--- src/rtl/pipeline_hazard_ctrl.sv ---
// ============================================================================
// Module  : pipeline_hazard_ctrl
// Brief   : Stall/flush sequencer for the 5-stage LC-3b pipeline.
// Rev     : 1.0  initial release
// ============================================================================
`default_nettype none

module pipeline_hazard_ctrl #(
  parameter int CNT_W   = 16,
  parameter int TIMEOUT = 255
) (
  input  logic             clk,
  input  logic             reset_n,
  input  logic [2:0]       id_sr1,
  input  logic [2:0]       id_sr2,
  input  logic             id_sr1_used,
  input  logic             id_sr2_used,
  input  logic [2:0]       idex_dest,
  input  logic             idex_mem_read,
  input  logic             imem_req,
  input  logic             imem_resp,
  input  logic             dmem_req,
  input  logic             dmem_resp,
  input  logic             mem_br_taken,
  output logic             load_pc,
  output logic             load_if_id,
  output logic             load_id_ex,
  output logic             load_ex_mem,
  output logic             load_mem_wb,
  output logic             flush_if_id,
  output logic             flush_id_ex,
  output logic             flush_ex_mem,
  output logic [1:0]       state,
  output logic [CNT_W-1:0] stall_cycles,
  output logic             mem_timeout
);

  typedef enum logic [1:0] {
    ST_RUN   = 2'b00,
    ST_DWAIT = 2'b01,
    ST_IWAIT = 2'b10
  } state_t;

  localparam logic [7:0]       C_TIMEOUT = 8'(TIMEOUT);
  localparam logic [CNT_W-1:0] C_CNT_ONE = CNT_W'(1);

  state_t           r_state;
  state_t           w_state_nxt;
  logic [7:0]       r_wait_cnt;
  logic [7:0]       w_wait_nxt;
  logic [CNT_W-1:0] r_stall_cycles;
  logic             r_mem_timeout;

  logic w_dstall;
  logic w_istall;
  logic w_lu;
  logic w_stall_cycle;

  assign w_dstall = dmem_req & ~dmem_resp;
  assign w_istall = imem_req & ~imem_resp;
  assign w_lu     = idex_mem_read &
                    ((id_sr1_used & (id_sr1 == idex_dest)) |
                     (id_sr2_used & (id_sr2 == idex_dest)));

  // Priority: freeze (D then I) > taken branch > load-use bubble > run.
  always_comb begin
    load_pc       = 1'b0;
    load_if_id    = 1'b0;
    load_id_ex    = 1'b0;
    load_ex_mem   = 1'b0;
    load_mem_wb   = 1'b0;
    flush_if_id   = 1'b0;
    flush_id_ex   = 1'b0;
    flush_ex_mem  = 1'b0;
    w_stall_cycle = 1'b0;
    if (reset_n) begin
      if (w_dstall || w_istall) begin
        w_stall_cycle = 1'b1;
      end else if (mem_br_taken) begin
        load_pc      = 1'b1;
        load_if_id   = 1'b1;
        load_id_ex   = 1'b1;
        load_ex_mem  = 1'b1;
        load_mem_wb  = 1'b1;
        flush_if_id  = 1'b1;
        flush_id_ex  = 1'b1;
        flush_ex_mem = 1'b1;
      end else if (w_lu) begin
        load_id_ex    = 1'b1;
        load_ex_mem   = 1'b1;
        load_mem_wb   = 1'b1;
        flush_id_ex   = 1'b1;
        w_stall_cycle = 1'b1;
      end else begin
        load_pc     = 1'b1;
        load_if_id  = 1'b1;
        load_id_ex  = 1'b1;
        load_ex_mem = 1'b1;
        load_mem_wb = 1'b1;
      end
    end
  end

  // Every state resolves the same way: a D-wait dominates an I-wait.
  always_comb begin
    w_state_nxt = r_state;
    case (r_state)
      ST_RUN, ST_DWAIT, ST_IWAIT: begin
        if (w_dstall)      w_state_nxt = ST_DWAIT;
        else if (w_istall) w_state_nxt = ST_IWAIT;
        else               w_state_nxt = ST_RUN;
      end
      default: w_state_nxt = ST_RUN;
    endcase
  end

  always_comb begin
    w_wait_nxt = 8'd0;
    if ((w_state_nxt == r_state) && (r_state != ST_RUN)) begin
      w_wait_nxt = (r_wait_cnt == 8'hFF) ? r_wait_cnt : r_wait_cnt + 8'd1;
    end
  end

  always_ff @(posedge clk or negedge reset_n) begin
    if (!reset_n) begin
      r_state        <= ST_RUN;
      r_wait_cnt     <= 8'd0;
      r_stall_cycles <= '0;
      r_mem_timeout  <= 1'b0;
    end else begin
      r_state    <= w_state_nxt;
      r_wait_cnt <= w_wait_nxt;
      if (w_stall_cycle && (r_stall_cycles != '1)) begin
        r_stall_cycles <= r_stall_cycles + C_CNT_ONE;
      end
      // Flag rises together with the counter reaching the threshold.
      if ((w_wait_nxt == C_TIMEOUT) && (w_state_nxt != ST_RUN)) begin
        r_mem_timeout <= 1'b1;
      end
    end
  end

  assign state        = r_state;
  assign stall_cycles = r_stall_cycles;
  assign mem_timeout  = r_mem_timeout;

endmodule

`default_nettype wire

--- config.mk ---
export PLATFORM = sky130hd
export DESIGN_NAME = pipeline_hazard_ctrl
export DESIGN_NICKNAME = d
export VERILOG_FILES = /design/src/rtl/pipeline_hazard_ctrl.sv
export SDC_FILE = /design/constraint.sdc
export NUM_CORES = 1
export LEC_CHECK = 0
export ABC_AREA = 1
export ABC_CLOCK_PERIOD_IN_PS = 1700
export CORE_ASPECT_RATIO = 0.6
export CORE_MARGIN = 5
export CORE_UTILIZATION = 41
export DETAILED_ROUTE_END_ITERATION = 16
export GPL_ROUTABILITY_DRIVEN = 1
export MAX_ROUTING_LAYER = met4
export PLACE_DENSITY_LB_ADDON = 0.15
export SYNTH_ARGS = -nofsm -noshare
export SYNTH_HDL_FRONTEND = slang
export SYNTH_SLANG_ARGS = --single-unit
export TNS_END_PERCENT = 5
--- constraint.sdc ---
create_clock -name clk -period 1.7 [get_ports clk]
set_clock_uncertainty 0.2 [all_clocks]
set_input_delay 0.51 -clock clk [delete_from_list [all_inputs] [get_ports clk]]
set_output_delay 0.51 -clock clk [all_outputs]
set_load 0.05 [all_outputs]
==> results of run 1 <==
[logic make-up after synthesis]
family,count (synthesis),share of synthesized area [%]
simple gates,174,41.9
xor+xnor,14,6.66
flops,27,36.7
compound gates,8,2.38
buf+inv,47,11.0
fa+ha+maj,2,1.36
[what timing repair did]
| action | in CTS | in global routing |
|---|---|---|
| setup endpoints to repair | 40 | 44 |
| gates resized for setup | 81 | 37 |
| buffers inserted | 4 | 0 |
| cloned | 0 | 0 |
| pin swaps | 21 | 21 |
[worst paths after layout]
kind | from | end | slack (ps) | depth (start not counted)
max | id_sr1[0] | load_pc | -500 | 11
min | reset_n | stall_cycles[13]$_DFFE_PN0P_ | 170 | 2
max reg2reg | stall_cycles[0]$_DFFE_PN0P_ | stall_cycles[13]$_DFFE_PN0P_ | -40 | 9
min reg2reg | state[0]$_DFF_PN0_ | state[0]$_DFF_PN0_ | 350 | 1
max in group asynchronous | reset_n | state[0]$_DFF_PN0_ | 840 | 2
min in group clk | dmem_req | state[0]$_DFF_PN0_ | 330 | 3
[sequential cells by signal, indices dropped and copies added, names as in the netlist]
| name | flops |
|---|---|
| stall_cycles | 16 |
| state | 2 |
| mem_timeout | 1 |
| r_wait_cnt | 8 |
[synth_stat cells (all sizes together)]
master,count
ha,2
nand3,37
o21ai,2
xnor2,9
dfrtp,27
buf,8
nor3,3
nor2,27
inv,39
nand3b,3
a31oi,3
nand4,4
xor2,5
nand2,100
a21oi,3
[worst register-to-register path, delay by kind of cell, from the launching register on]
kind | cells | cell delay (ps)
buf+inv | 1 | 210
flops | 1 | 400
simple gates | 7 | 630
fa+ha+maj | 1 | 250
[per-layer routing]
metal / wire length (um) / GRT usage (%) / share of wire (%)
met5: 0 / - / 0
met4: 62 / 3.99 / 1.2
met3: 363 / 5.17 / 6.9
met2: 2360 / 29.0 / 45
met1: 2460 / 25.9 / 47
[power breakdown]
| group | switching, uW | leakage (uW) | internal [uW] |
|---|---|---|---|
| Combinational | 512 | 0.00117 | 491 |
| Clock | 204 | 0.0000228 | 168 |
| Sequential | 63.8 | 0.000359 | 698 |
[cell type report]
type | instances | area [um^2] | share of cell area, %
multi-input combinational | 198 | 1090 | 34.8
timing repair buffer | 85 | 1070 | 34.1
sequential | 27 | 681 | 21.7
inverter | 39 | 174 | 5.54
tap | 60 | 75.1 | 2.39
clock buffer | 4 | 45.0 | 1.43
[through the flow]
step / hold WS, ps / setup WS [ps] / cells
floorplan: 14.4 / -622 / 272
global placement: 310 / -894 / 405
detailed placement: 319 / -967 / 405
CTS: 192 / -475 / 413
global route: 214 / -565 / 413
finish: 174 / -500 / 413
==> out/qor.txt, run 1 <==
Status: finished with violations
Failing checks: setup timing
Crit-path cells: buf_6 -> inv_2 -> nand2_2 -> nand2_1 -> nor2_1 -> nand2_1 -> nand2_2 -> nand3_2 -> nand2_2 -> clkinvlp_4 -> buf_12
Cts hold-fix bufs: 0
Number of diodes: 0
Clk Latency, worst-skew pair: 270 ps
Worst Path Required: 990 ps
Count of unique library cells instantiated by Yosys: 24
Fmax achieved: 0.454 GHz
Clock-pin slew on the worst setup and hold paths: 100 ps
Share of the synthesized area in the top cell type: 36.7%
Post-route minimum period: 2200 ps
Mapped cell area: 1840 um^2
Top cells by area, synth: dfrtp_1 37%, nand2_1 20%, nand3_1 9.5%
Syn nets: 293
Placed cell areas: 2940 um^2
Total GRT Usage: 19.1%
Seq/Total Area, Yosys: 36.7%
Syn avg cell area: 6.77 um^2
Critical path's top delay family: simple AND/OR/NAND/NOR gates
Num CTS Buffers: 3
Root buf cell: clkbuf_8
GR Overflow Total: 0
Die Area: 5980 um^2
Design Power: 2140 uW
Count of pins over their slew limit: 0
Share of layout cells above drive strength 1: 37.1%
Largest net degree at the start of global routing: 28
First-pass DRT Iterations: 4
FP Rows: 18
RSZ-0062 raised after global routing: yes
CP Launch Type: input pin
Setup Total Neg Slack: -8890 ps
Fin. Hold Viols: 0
ANT nets after route: 0
Slew at the pin closest to its max-slew limit: 352 ps
Final HPWL DP: 3840 um
DRC: 0
Cell Pwr Density: 680 nW/um^2
Commonest cells after routing, fill and taps aside: 83 x nand2_1, 33 x nand3_1, 28 x inv_1, 28 x buf_12, 25 x buf_4
Fin area: 3140 um^2
Critical path class: input pin to output pin
Syn Inst Count: 272
Worst slew margin: 76.5%
Commonest non-fill, non-tap cell in the layout: nand2_1
Layout overhead on the synthesized area: 70.5%
Clk buf depth: 2
Nets: 375
Vias in the first global route: 1907
Worst Slack Setup Final: -500 ps
Initial core utilization: 43.7%
Max_cap viols: 0
CP arrival: 1490 ps
Initial antenna violation count: 0
Tightest Hold Check Type: input pin to async pin
Leak: 0.00155 uW
Period utilization: 129%
CP dominant cell by count: nand2_2
Yosys warns: 0
Vias: 2011
Iter 0 DRT Violations: 122
Core Util, Final: 74.6%
Core area: 4210 um^2
Critical Path Max Stage Delay: 170 ps
Final setup violation count: 30
Die extent in x: 96.5 um
Post-synthesis register bit count: 27
Drt wl/cell: 12.7 um
Crit end category: output pin
First-pass GRT wire length: 8550 um
CTS tree: built
Post-synth top area cell: dfrtp_1
PortBufs: 45
Final wirelength: 5240 um
Ports: 46
Die Y-Extent: 61.9 um
WP buf/inv: 4
Via density: 4.87
CP max FO: 2
Slowest CP cell: buf_12
VDD IR max: 396 uV
Fill count: 299
Clk sinks: 27
H-tree depth reported by CTS: 1
Routability cong.: 0.900
No activity file was read; power rests on OpenSTA's default activity.
==> inputs of run 2 (changes only) <==
Settings changed: ABC_CLOCK_PERIOD_IN_PS 1700 to 2000, CORE_UTILIZATION 41 to 40.
Clock period 1.7 ns to 2 ns, I/O delays scaled along.
==> out/qor.txt, run 2 (synthesis results as in run 1) <==
Status: finished with violations
Failing checks: setup timing
Clk sinks: 27 (unchanged)
Worst Slack Setup Final: -328 ps (+172 ps)
CTS tree: built
CP Launch Type: input pin
Largest net degree at the start of global routing: 28 (unchanged)
Max FFs per register: 16 (unchanged)
Area occupied by registers: 676 um^2 (-0.74%)
Clock-pin slew on the worst setup and hold paths: 90 ps (about the same)
ANT nets after route: 0 (unchanged)
Count of pins over their slew limit: 0 (unchanged)
VDD IR max: 357 uV (-9.9%)
Final HPWL DP: 3670 um (-4.4%)
Commonest cells after routing, fill and taps aside: 86 x nand2_1, 34 x nand3_1, 29 x buf_12, 27 x dfrtp_1, 26 x inv_1
Clk Latency, worst-skew pair: 270 ps (about the same)
Die extent in x: 97.6 um (+1.1%)
Inst Count DP: 387 (-4.4%)
Leak: 0.00144 uW (-7.3%)
Root buf cell: clkbuf_8
Vias: 1863 (-7.4%)
Via density: 4.74 (-2.6%)
Number of diodes: 0 (unchanged)
Crit end category: output pin
Period utilization: 116%
Non-filler cells, final: 393 (-4.8%)
Multi-input gate area: 1050 um^2 (-3.7%)
Final wirelength: 4780 um (-8.8%)
Ports: 46 (unchanged)
Clk buf depth: 2 (unchanged)
Drt wl/cell: 12.2 um (-4.1%)
Fill count: 377 (+26%)
Worst Path Required: 1200 ps (+210 ps)
Total GRT Usage: 17.0% (-2.1 points)
Share of layout cells above drive strength 1: 30.6% (-6.5 points)
Nets: 352 (-6.1%)
Vias in the first global route: 1779 (-6.7%)
DRC: 0 (unchanged)
Cell Pwr Density: 586 nW/um^2 (-14%)
Tightest Hold Check Type: input pin to async pin
Initial core utilization: 40.8% (-3.0 points)
Die Area: 6110 um^2 (+2.2%)
Cts hold-fix bufs: 0 (unchanged)
Die Y-Extent: 62.6 um (+1.0%)
H-tree depth reported by CTS: 1 (unchanged)
Max_cap viols: 0 (unchanged)
Crit path to: load_if_id
Depth of the most critical reg-to-reg path: 10 (+1)
Reg-to-reg slack, setup: 190 ps (+230 ps)
Setup Total Neg Slack: -1850 ps (+7040 ps)
Worst reg2reg path startpoint: r_wait_cnt[1]$_DFF_PN0_
PortBufs: 45 (unchanged)
GR Overflow Total: 0 (unchanged)
Iter 0 DRT Violations: 148 (+21%)
FP Rows: 19 (+1)
Routability cong.: 0.954 (+6.0%)
Final setup violation count: 8 (-73%)
Crit path from: id_sr1[1]
CP max FO: 2 (unchanged)
Worst slew margin: 74.8% (-1.7 points)
Post-route minimum period: 2330 ps
Core area: 4520 um^2 (+7.2%)
First-pass DRT Iterations: 4 (unchanged)
First-pass GRT wire length: 8400 um (-1.8%)
CP arrival: 1530 ps (+40 ps)
Num CTS Buffers: 3 (unchanged)
Layout overhead on the synthesized area: 57.3%
Fin. Hold Viols: 0 (unchanged)
Critical register-to-register path endpoint: mem_timeout$_DFFE_PN0P_
Initial antenna violation count: 0 (unchanged)
Slew at the pin closest to its max-slew limit: 376 ps (+24.1 ps)
RSZ-0062 raised after global routing: yes
Fmax achieved: 0.430 GHz
Commonest non-fill, non-tap cell in the layout: nand2_1
Critical path class: input pin to output pin
==> run 2: critical path: stages <==
cell and delay [ps]:
buf_2 110, nand2_1 50, nand2_1 40, nor2_1 100, nand2_1 70, nand2_2 80
nand3_2 80, nand2_2 90, clkinvlp_4 130, buf_12 170
==> run 2: worst min-delay path by stage <==
stage                                       start                           to  slack [ps]  cells past startpoint
after CTS                                 reset_n  stall_cycles[1]$_DFFE_PN0P_         300                      2
final                                     reset_n  stall_cycles[1]$_DFFE_PN0P_         300                      2
after detailed placement  mem_timeout$_DFFE_PN0P_      mem_timeout$_DFFE_PN0P_         330                      2
after floorplan                           reset_n      mem_timeout$_DFFE_PN0P_         100                      0
after global placement    mem_timeout$_DFFE_PN0P_      mem_timeout$_DFFE_PN0P_         320                      2
after global routing                      reset_n  stall_cycles[5]$_DFFE_PN0P_         310                      2
==> run 2: routing by layer <==
metal  GRT usage, %  share of wire (%)  wire [um]
met1           24.9                 50       2400
met2           23.5                 42       2010
met3           4.68                7.2        342
met4           2.94               0.56         27
met5              -                  0          0
==> run 2: repair_timing <==
item | CTS | global route
pin swaps | 21 | 18
endpoints found under the setup margin | 31 | 9
cloned | 0 | 0
resized for setup | 80 | 18
buffers inserted | 1 | 1
==> run 2: stage by stage <==
stage               util [%]  power, uW  area, um^2  hold WS, ps  worst slack (ps)
floorplan                  -       1010        1920          104              -502
global placement        61.9       1390        2800          315              -779
detailed placement      61.9       1400        2800          328              -823
CTS                     63.2       1710        2860          298              -335
global route            64.1       1790        2900          313              -404
finish                  64.1       1700        2900          296              -328
==> run 2: power breakdown <==
part | switching (uW) | internal (uW) | total [uW]
Sequential | 69.5 | 589 | 659
Clock | 163 | 143 | 305
Combinational | 388 | 347 | 735
Total | 620 | 1080 | 1700
==> run 2: area by class of cell <==
type                       count  area share [%]
clock buffer                   4            1.56
inverter                      39            6.00
multi-input combinational    198            36.4
sequential                    27            23.3
tap                           63            2.72
timing repair buffer          62            30.0
==> inputs of run 3 (changes only) <==
Settings changed: ABC_CLOCK_PERIOD_IN_PS 2000 to 2200, CELL_PAD_IN_SITES_DETAIL_PLACEMENT set to 1, CELL_PAD_IN_SITES_GLOBAL_PLACEMENT set to 2, CORE_UTILIZATION 40 to 26.
Clock period 2 ns to 2.2 ns, I/O delays scaled along.
==> out/qor.txt, run 3 (synthesis results as in run 1) <==
Status: finished with violations
Failing checks: setup timing
ANT nets after route: 0 (unchanged)
Max FFs per register: 16 (unchanged)
Internal power consumption: 1050 uW (-2.5%)
Commonest cells after routing, fill and taps aside: 90 x nand2_1, 34 x nand3_1, 27 x inv_1, 27 x dfrtp_1, 24 x buf_12
H-tree depth reported by CTS: 1 (unchanged)
Post-CTS setup buffers: 0 (-1)
Commonest non-fill, non-tap cell in the layout: nand2_1
Slew at the pin closest to its max-slew limit: 375 ps (-1.10 ps)
Clk sinks: 27 (unchanged)
Setup Total Neg Slack: -1070 ps (+778 ps)
Share of layout cells above drive strength 1: 28.5% (-2.1 points)
Crit end category: output pin
Final wirelength: 5350 um (+12%)
DP Worst Slack: -745 ps (+78.0 ps)
Ports: 46 (unchanged)
Clk Latency, worst-skew pair: 260 ps (about the same)
FP Rows: 23 (+4)
Core Util, Final: 41.9% (-22 points)
Largest net degree at the start of global routing: 28 (unchanged)
CP Launch Type: input pin
Initial antenna violation count: 0 (unchanged)
Inst Count DP: 409 (+5.7%)
Via density: 4.46 (-6.0%)
First-pass DRT Iterations: 4 (unchanged)
Critical path class: input pin to output pin
Num CTS Buffers: 3 (unchanged)
Die Area: 8920 um^2 (+46%)
DRC: 0 (unchanged)
Leak: 0.00139 uW (-2.8%)
Flop pwr share: 37.6% (-1.2 points)
Count of pins over their slew limit: 0 (unchanged)
Vias in the first global route: 1867 (+4.9%)
Final HPWL DP: 4270 um (+16%)
Combinational share of power: 36.3% (-6.9 points)
Total GRT Usage: 13.3% (-3.7 points)
RSZ-0062 raised after global routing: yes
PortBufs: 45 (unchanged)
Smallest hold slack: 267 ps (-28.9 ps)
Period utilization: 111%
Net switching power: 583 uW (-5.9%)
Switching share of power: 35.7% (-0.83 points)
Fmax achieved: 0.410 GHz
Fin. Hold Viols: 0 (unchanged)
Clk pwr share: 26.1% (+8.1 points)
Max_cap viols: 0 (unchanged)
Root buf cell: clkbuf_16
Number of diodes: 0 (unchanged)
Final setup violation count: 8 (unchanged)
Worst Slack Setup Final: -237 ps (+91.4 ps)
Worst slew margin: 75.0% (+0.17 points)
Nets: 348 (-1.1%)
GR Overflow Total: 0 (unchanged)
Cts hold-fix bufs: 0 (unchanged)
Fill count: 828 (+120%)
Tightest Hold Check Type: flop to flop
CP arrival: 1580 ps (+50 ps)
Worst Path Required: 1340 ps (+140 ps)
VDD IR max: 278 uV (-22%)
Post-route minimum period: 2440 ps
Clock-pin slew on the worst setup and hold paths: 70 ps (-20 ps)
Vias: 1840 (-1.2%)
First-pass GRT wire length: 9200 um (+9.6%)
Layout overhead on the synthesized area: 54.6%
Clk buf depth: 2 (unchanged)
Die Y-Extent: 75.2 um (+20%)
CP max FO: 4 (+2)
Drt wl/cell: 12.9 um (+6.4%)
Non-filler cells, final: 413 (+5.1%)
Core area: 6790 um^2 (+50%)
Reg-to-reg slack, setup: 290 ps (+100 ps)
Routability cong.: 0.748 (-22%)
Cell Pwr Density: 574 nW/um^2 (-2.1%)
CTS tree: built
Initial core utilization: 27.1% (-14 points)
Die extent in x: 119 um (+22%)
Iter 0 DRT Violations: 95 (-36%)
[run 3: changes by cell type in the layout (fill, tap and decap cells not counted), moves of 2 or more]
cell | before | now
inv_4 | 3 | 1
buf_12 | 29 | 24
nand2_2 | 9 | 6
nand2_1 | 86 | 90
buf_2 | 5 | 3
clkbuf_16 | 0 | 3
clkbuf_8 | 3 | 0
buf_6 | 6 | 12
buf_8 | 4 | 1
[run 3: power groups by stage]
| stage | logic [uW] | registers, uW | clock network, uW |
|---|---|---|---|
| 3_3_place_gp | 591 | 623 | 0 |
| 6_report | 594 | 615 | 427 |
| 3_5_place_dp | 595 | 623 | 0 |
| 2_1_floorplan | 186 | 733 | 0 |
| 4_1_cts | 598 | 613 | 449 |
| 5_1_grt | 636 | 625 | 458 |
[run 3: critical path, stage by stage]
cell	delay, ps
buf_6	80
inv_1	30
nand2_1	40
nand2_1	50
nor2_1	80
nand2_1	70
nand2_2	90
nand3_2	80
nand2_2	80
clkinvlp_4	130
buf_12	170
[run 3: what timing repair did]
item	4_1_cts	5_1_grt
pin swaps	22	18
endpoints found under the setup margin	31	9
hold endpoints to repair	0	0
gates resized for setup	79	11
[run 3: layout make-up]
cell class | count | area [um^2] | share of cell area, %
clock buffer | 4 | 78.8 | 2.77
tap | 87 | 109 | 3.82
sequential | 27 | 676 | 23.7
inverter | 39 | 169 | 5.93
multi-input combinational | 198 | 1030 | 36.3
timing repair buffer | 58 | 782 | 27.5
[run 3: through the flow]
stage               total power [uW]  instance area [um^2]
floorplan                        919                  1920
global placement                1210                  2750
detailed placement              1220                  2750
CTS                             1660                  2830
global route                    1720                  2850
finish                          1640                  2850
[run 3: metal layers]
metal  global-route usage [%]  part of all wire (%)
met5                        -                     0
met4                     3.08                  0.97
met3                     3.00                   4.3
met2                     18.6                    37
met1                     19.3                    57
[run 3: path summary, 6_finish.rpt]
| check | cells past startpoint | start | end |
|---|---|---|---|
| max in group asynchronous | 2 | reset_n | stall_cycles[2]$_DFFE_PN0P_ |
| worst min register to register | 2 | mem_timeout$_DFFE_PN0P_ | mem_timeout$_DFFE_PN0P_ |
| worst max-delay path | 11 | idex_dest[0] | load_pc |
| worst max register to register | 10 | r_wait_cnt[0]$_DFF_PN0_ | mem_timeout$_DFFE_PN0P_ |
| min in group asynchronous | 2 | reset_n | state[0]$_DFF_PN0_ |
| worst min-delay path | 2 | mem_timeout$_DFFE_PN0P_ | mem_timeout$_DFFE_PN0P_ |
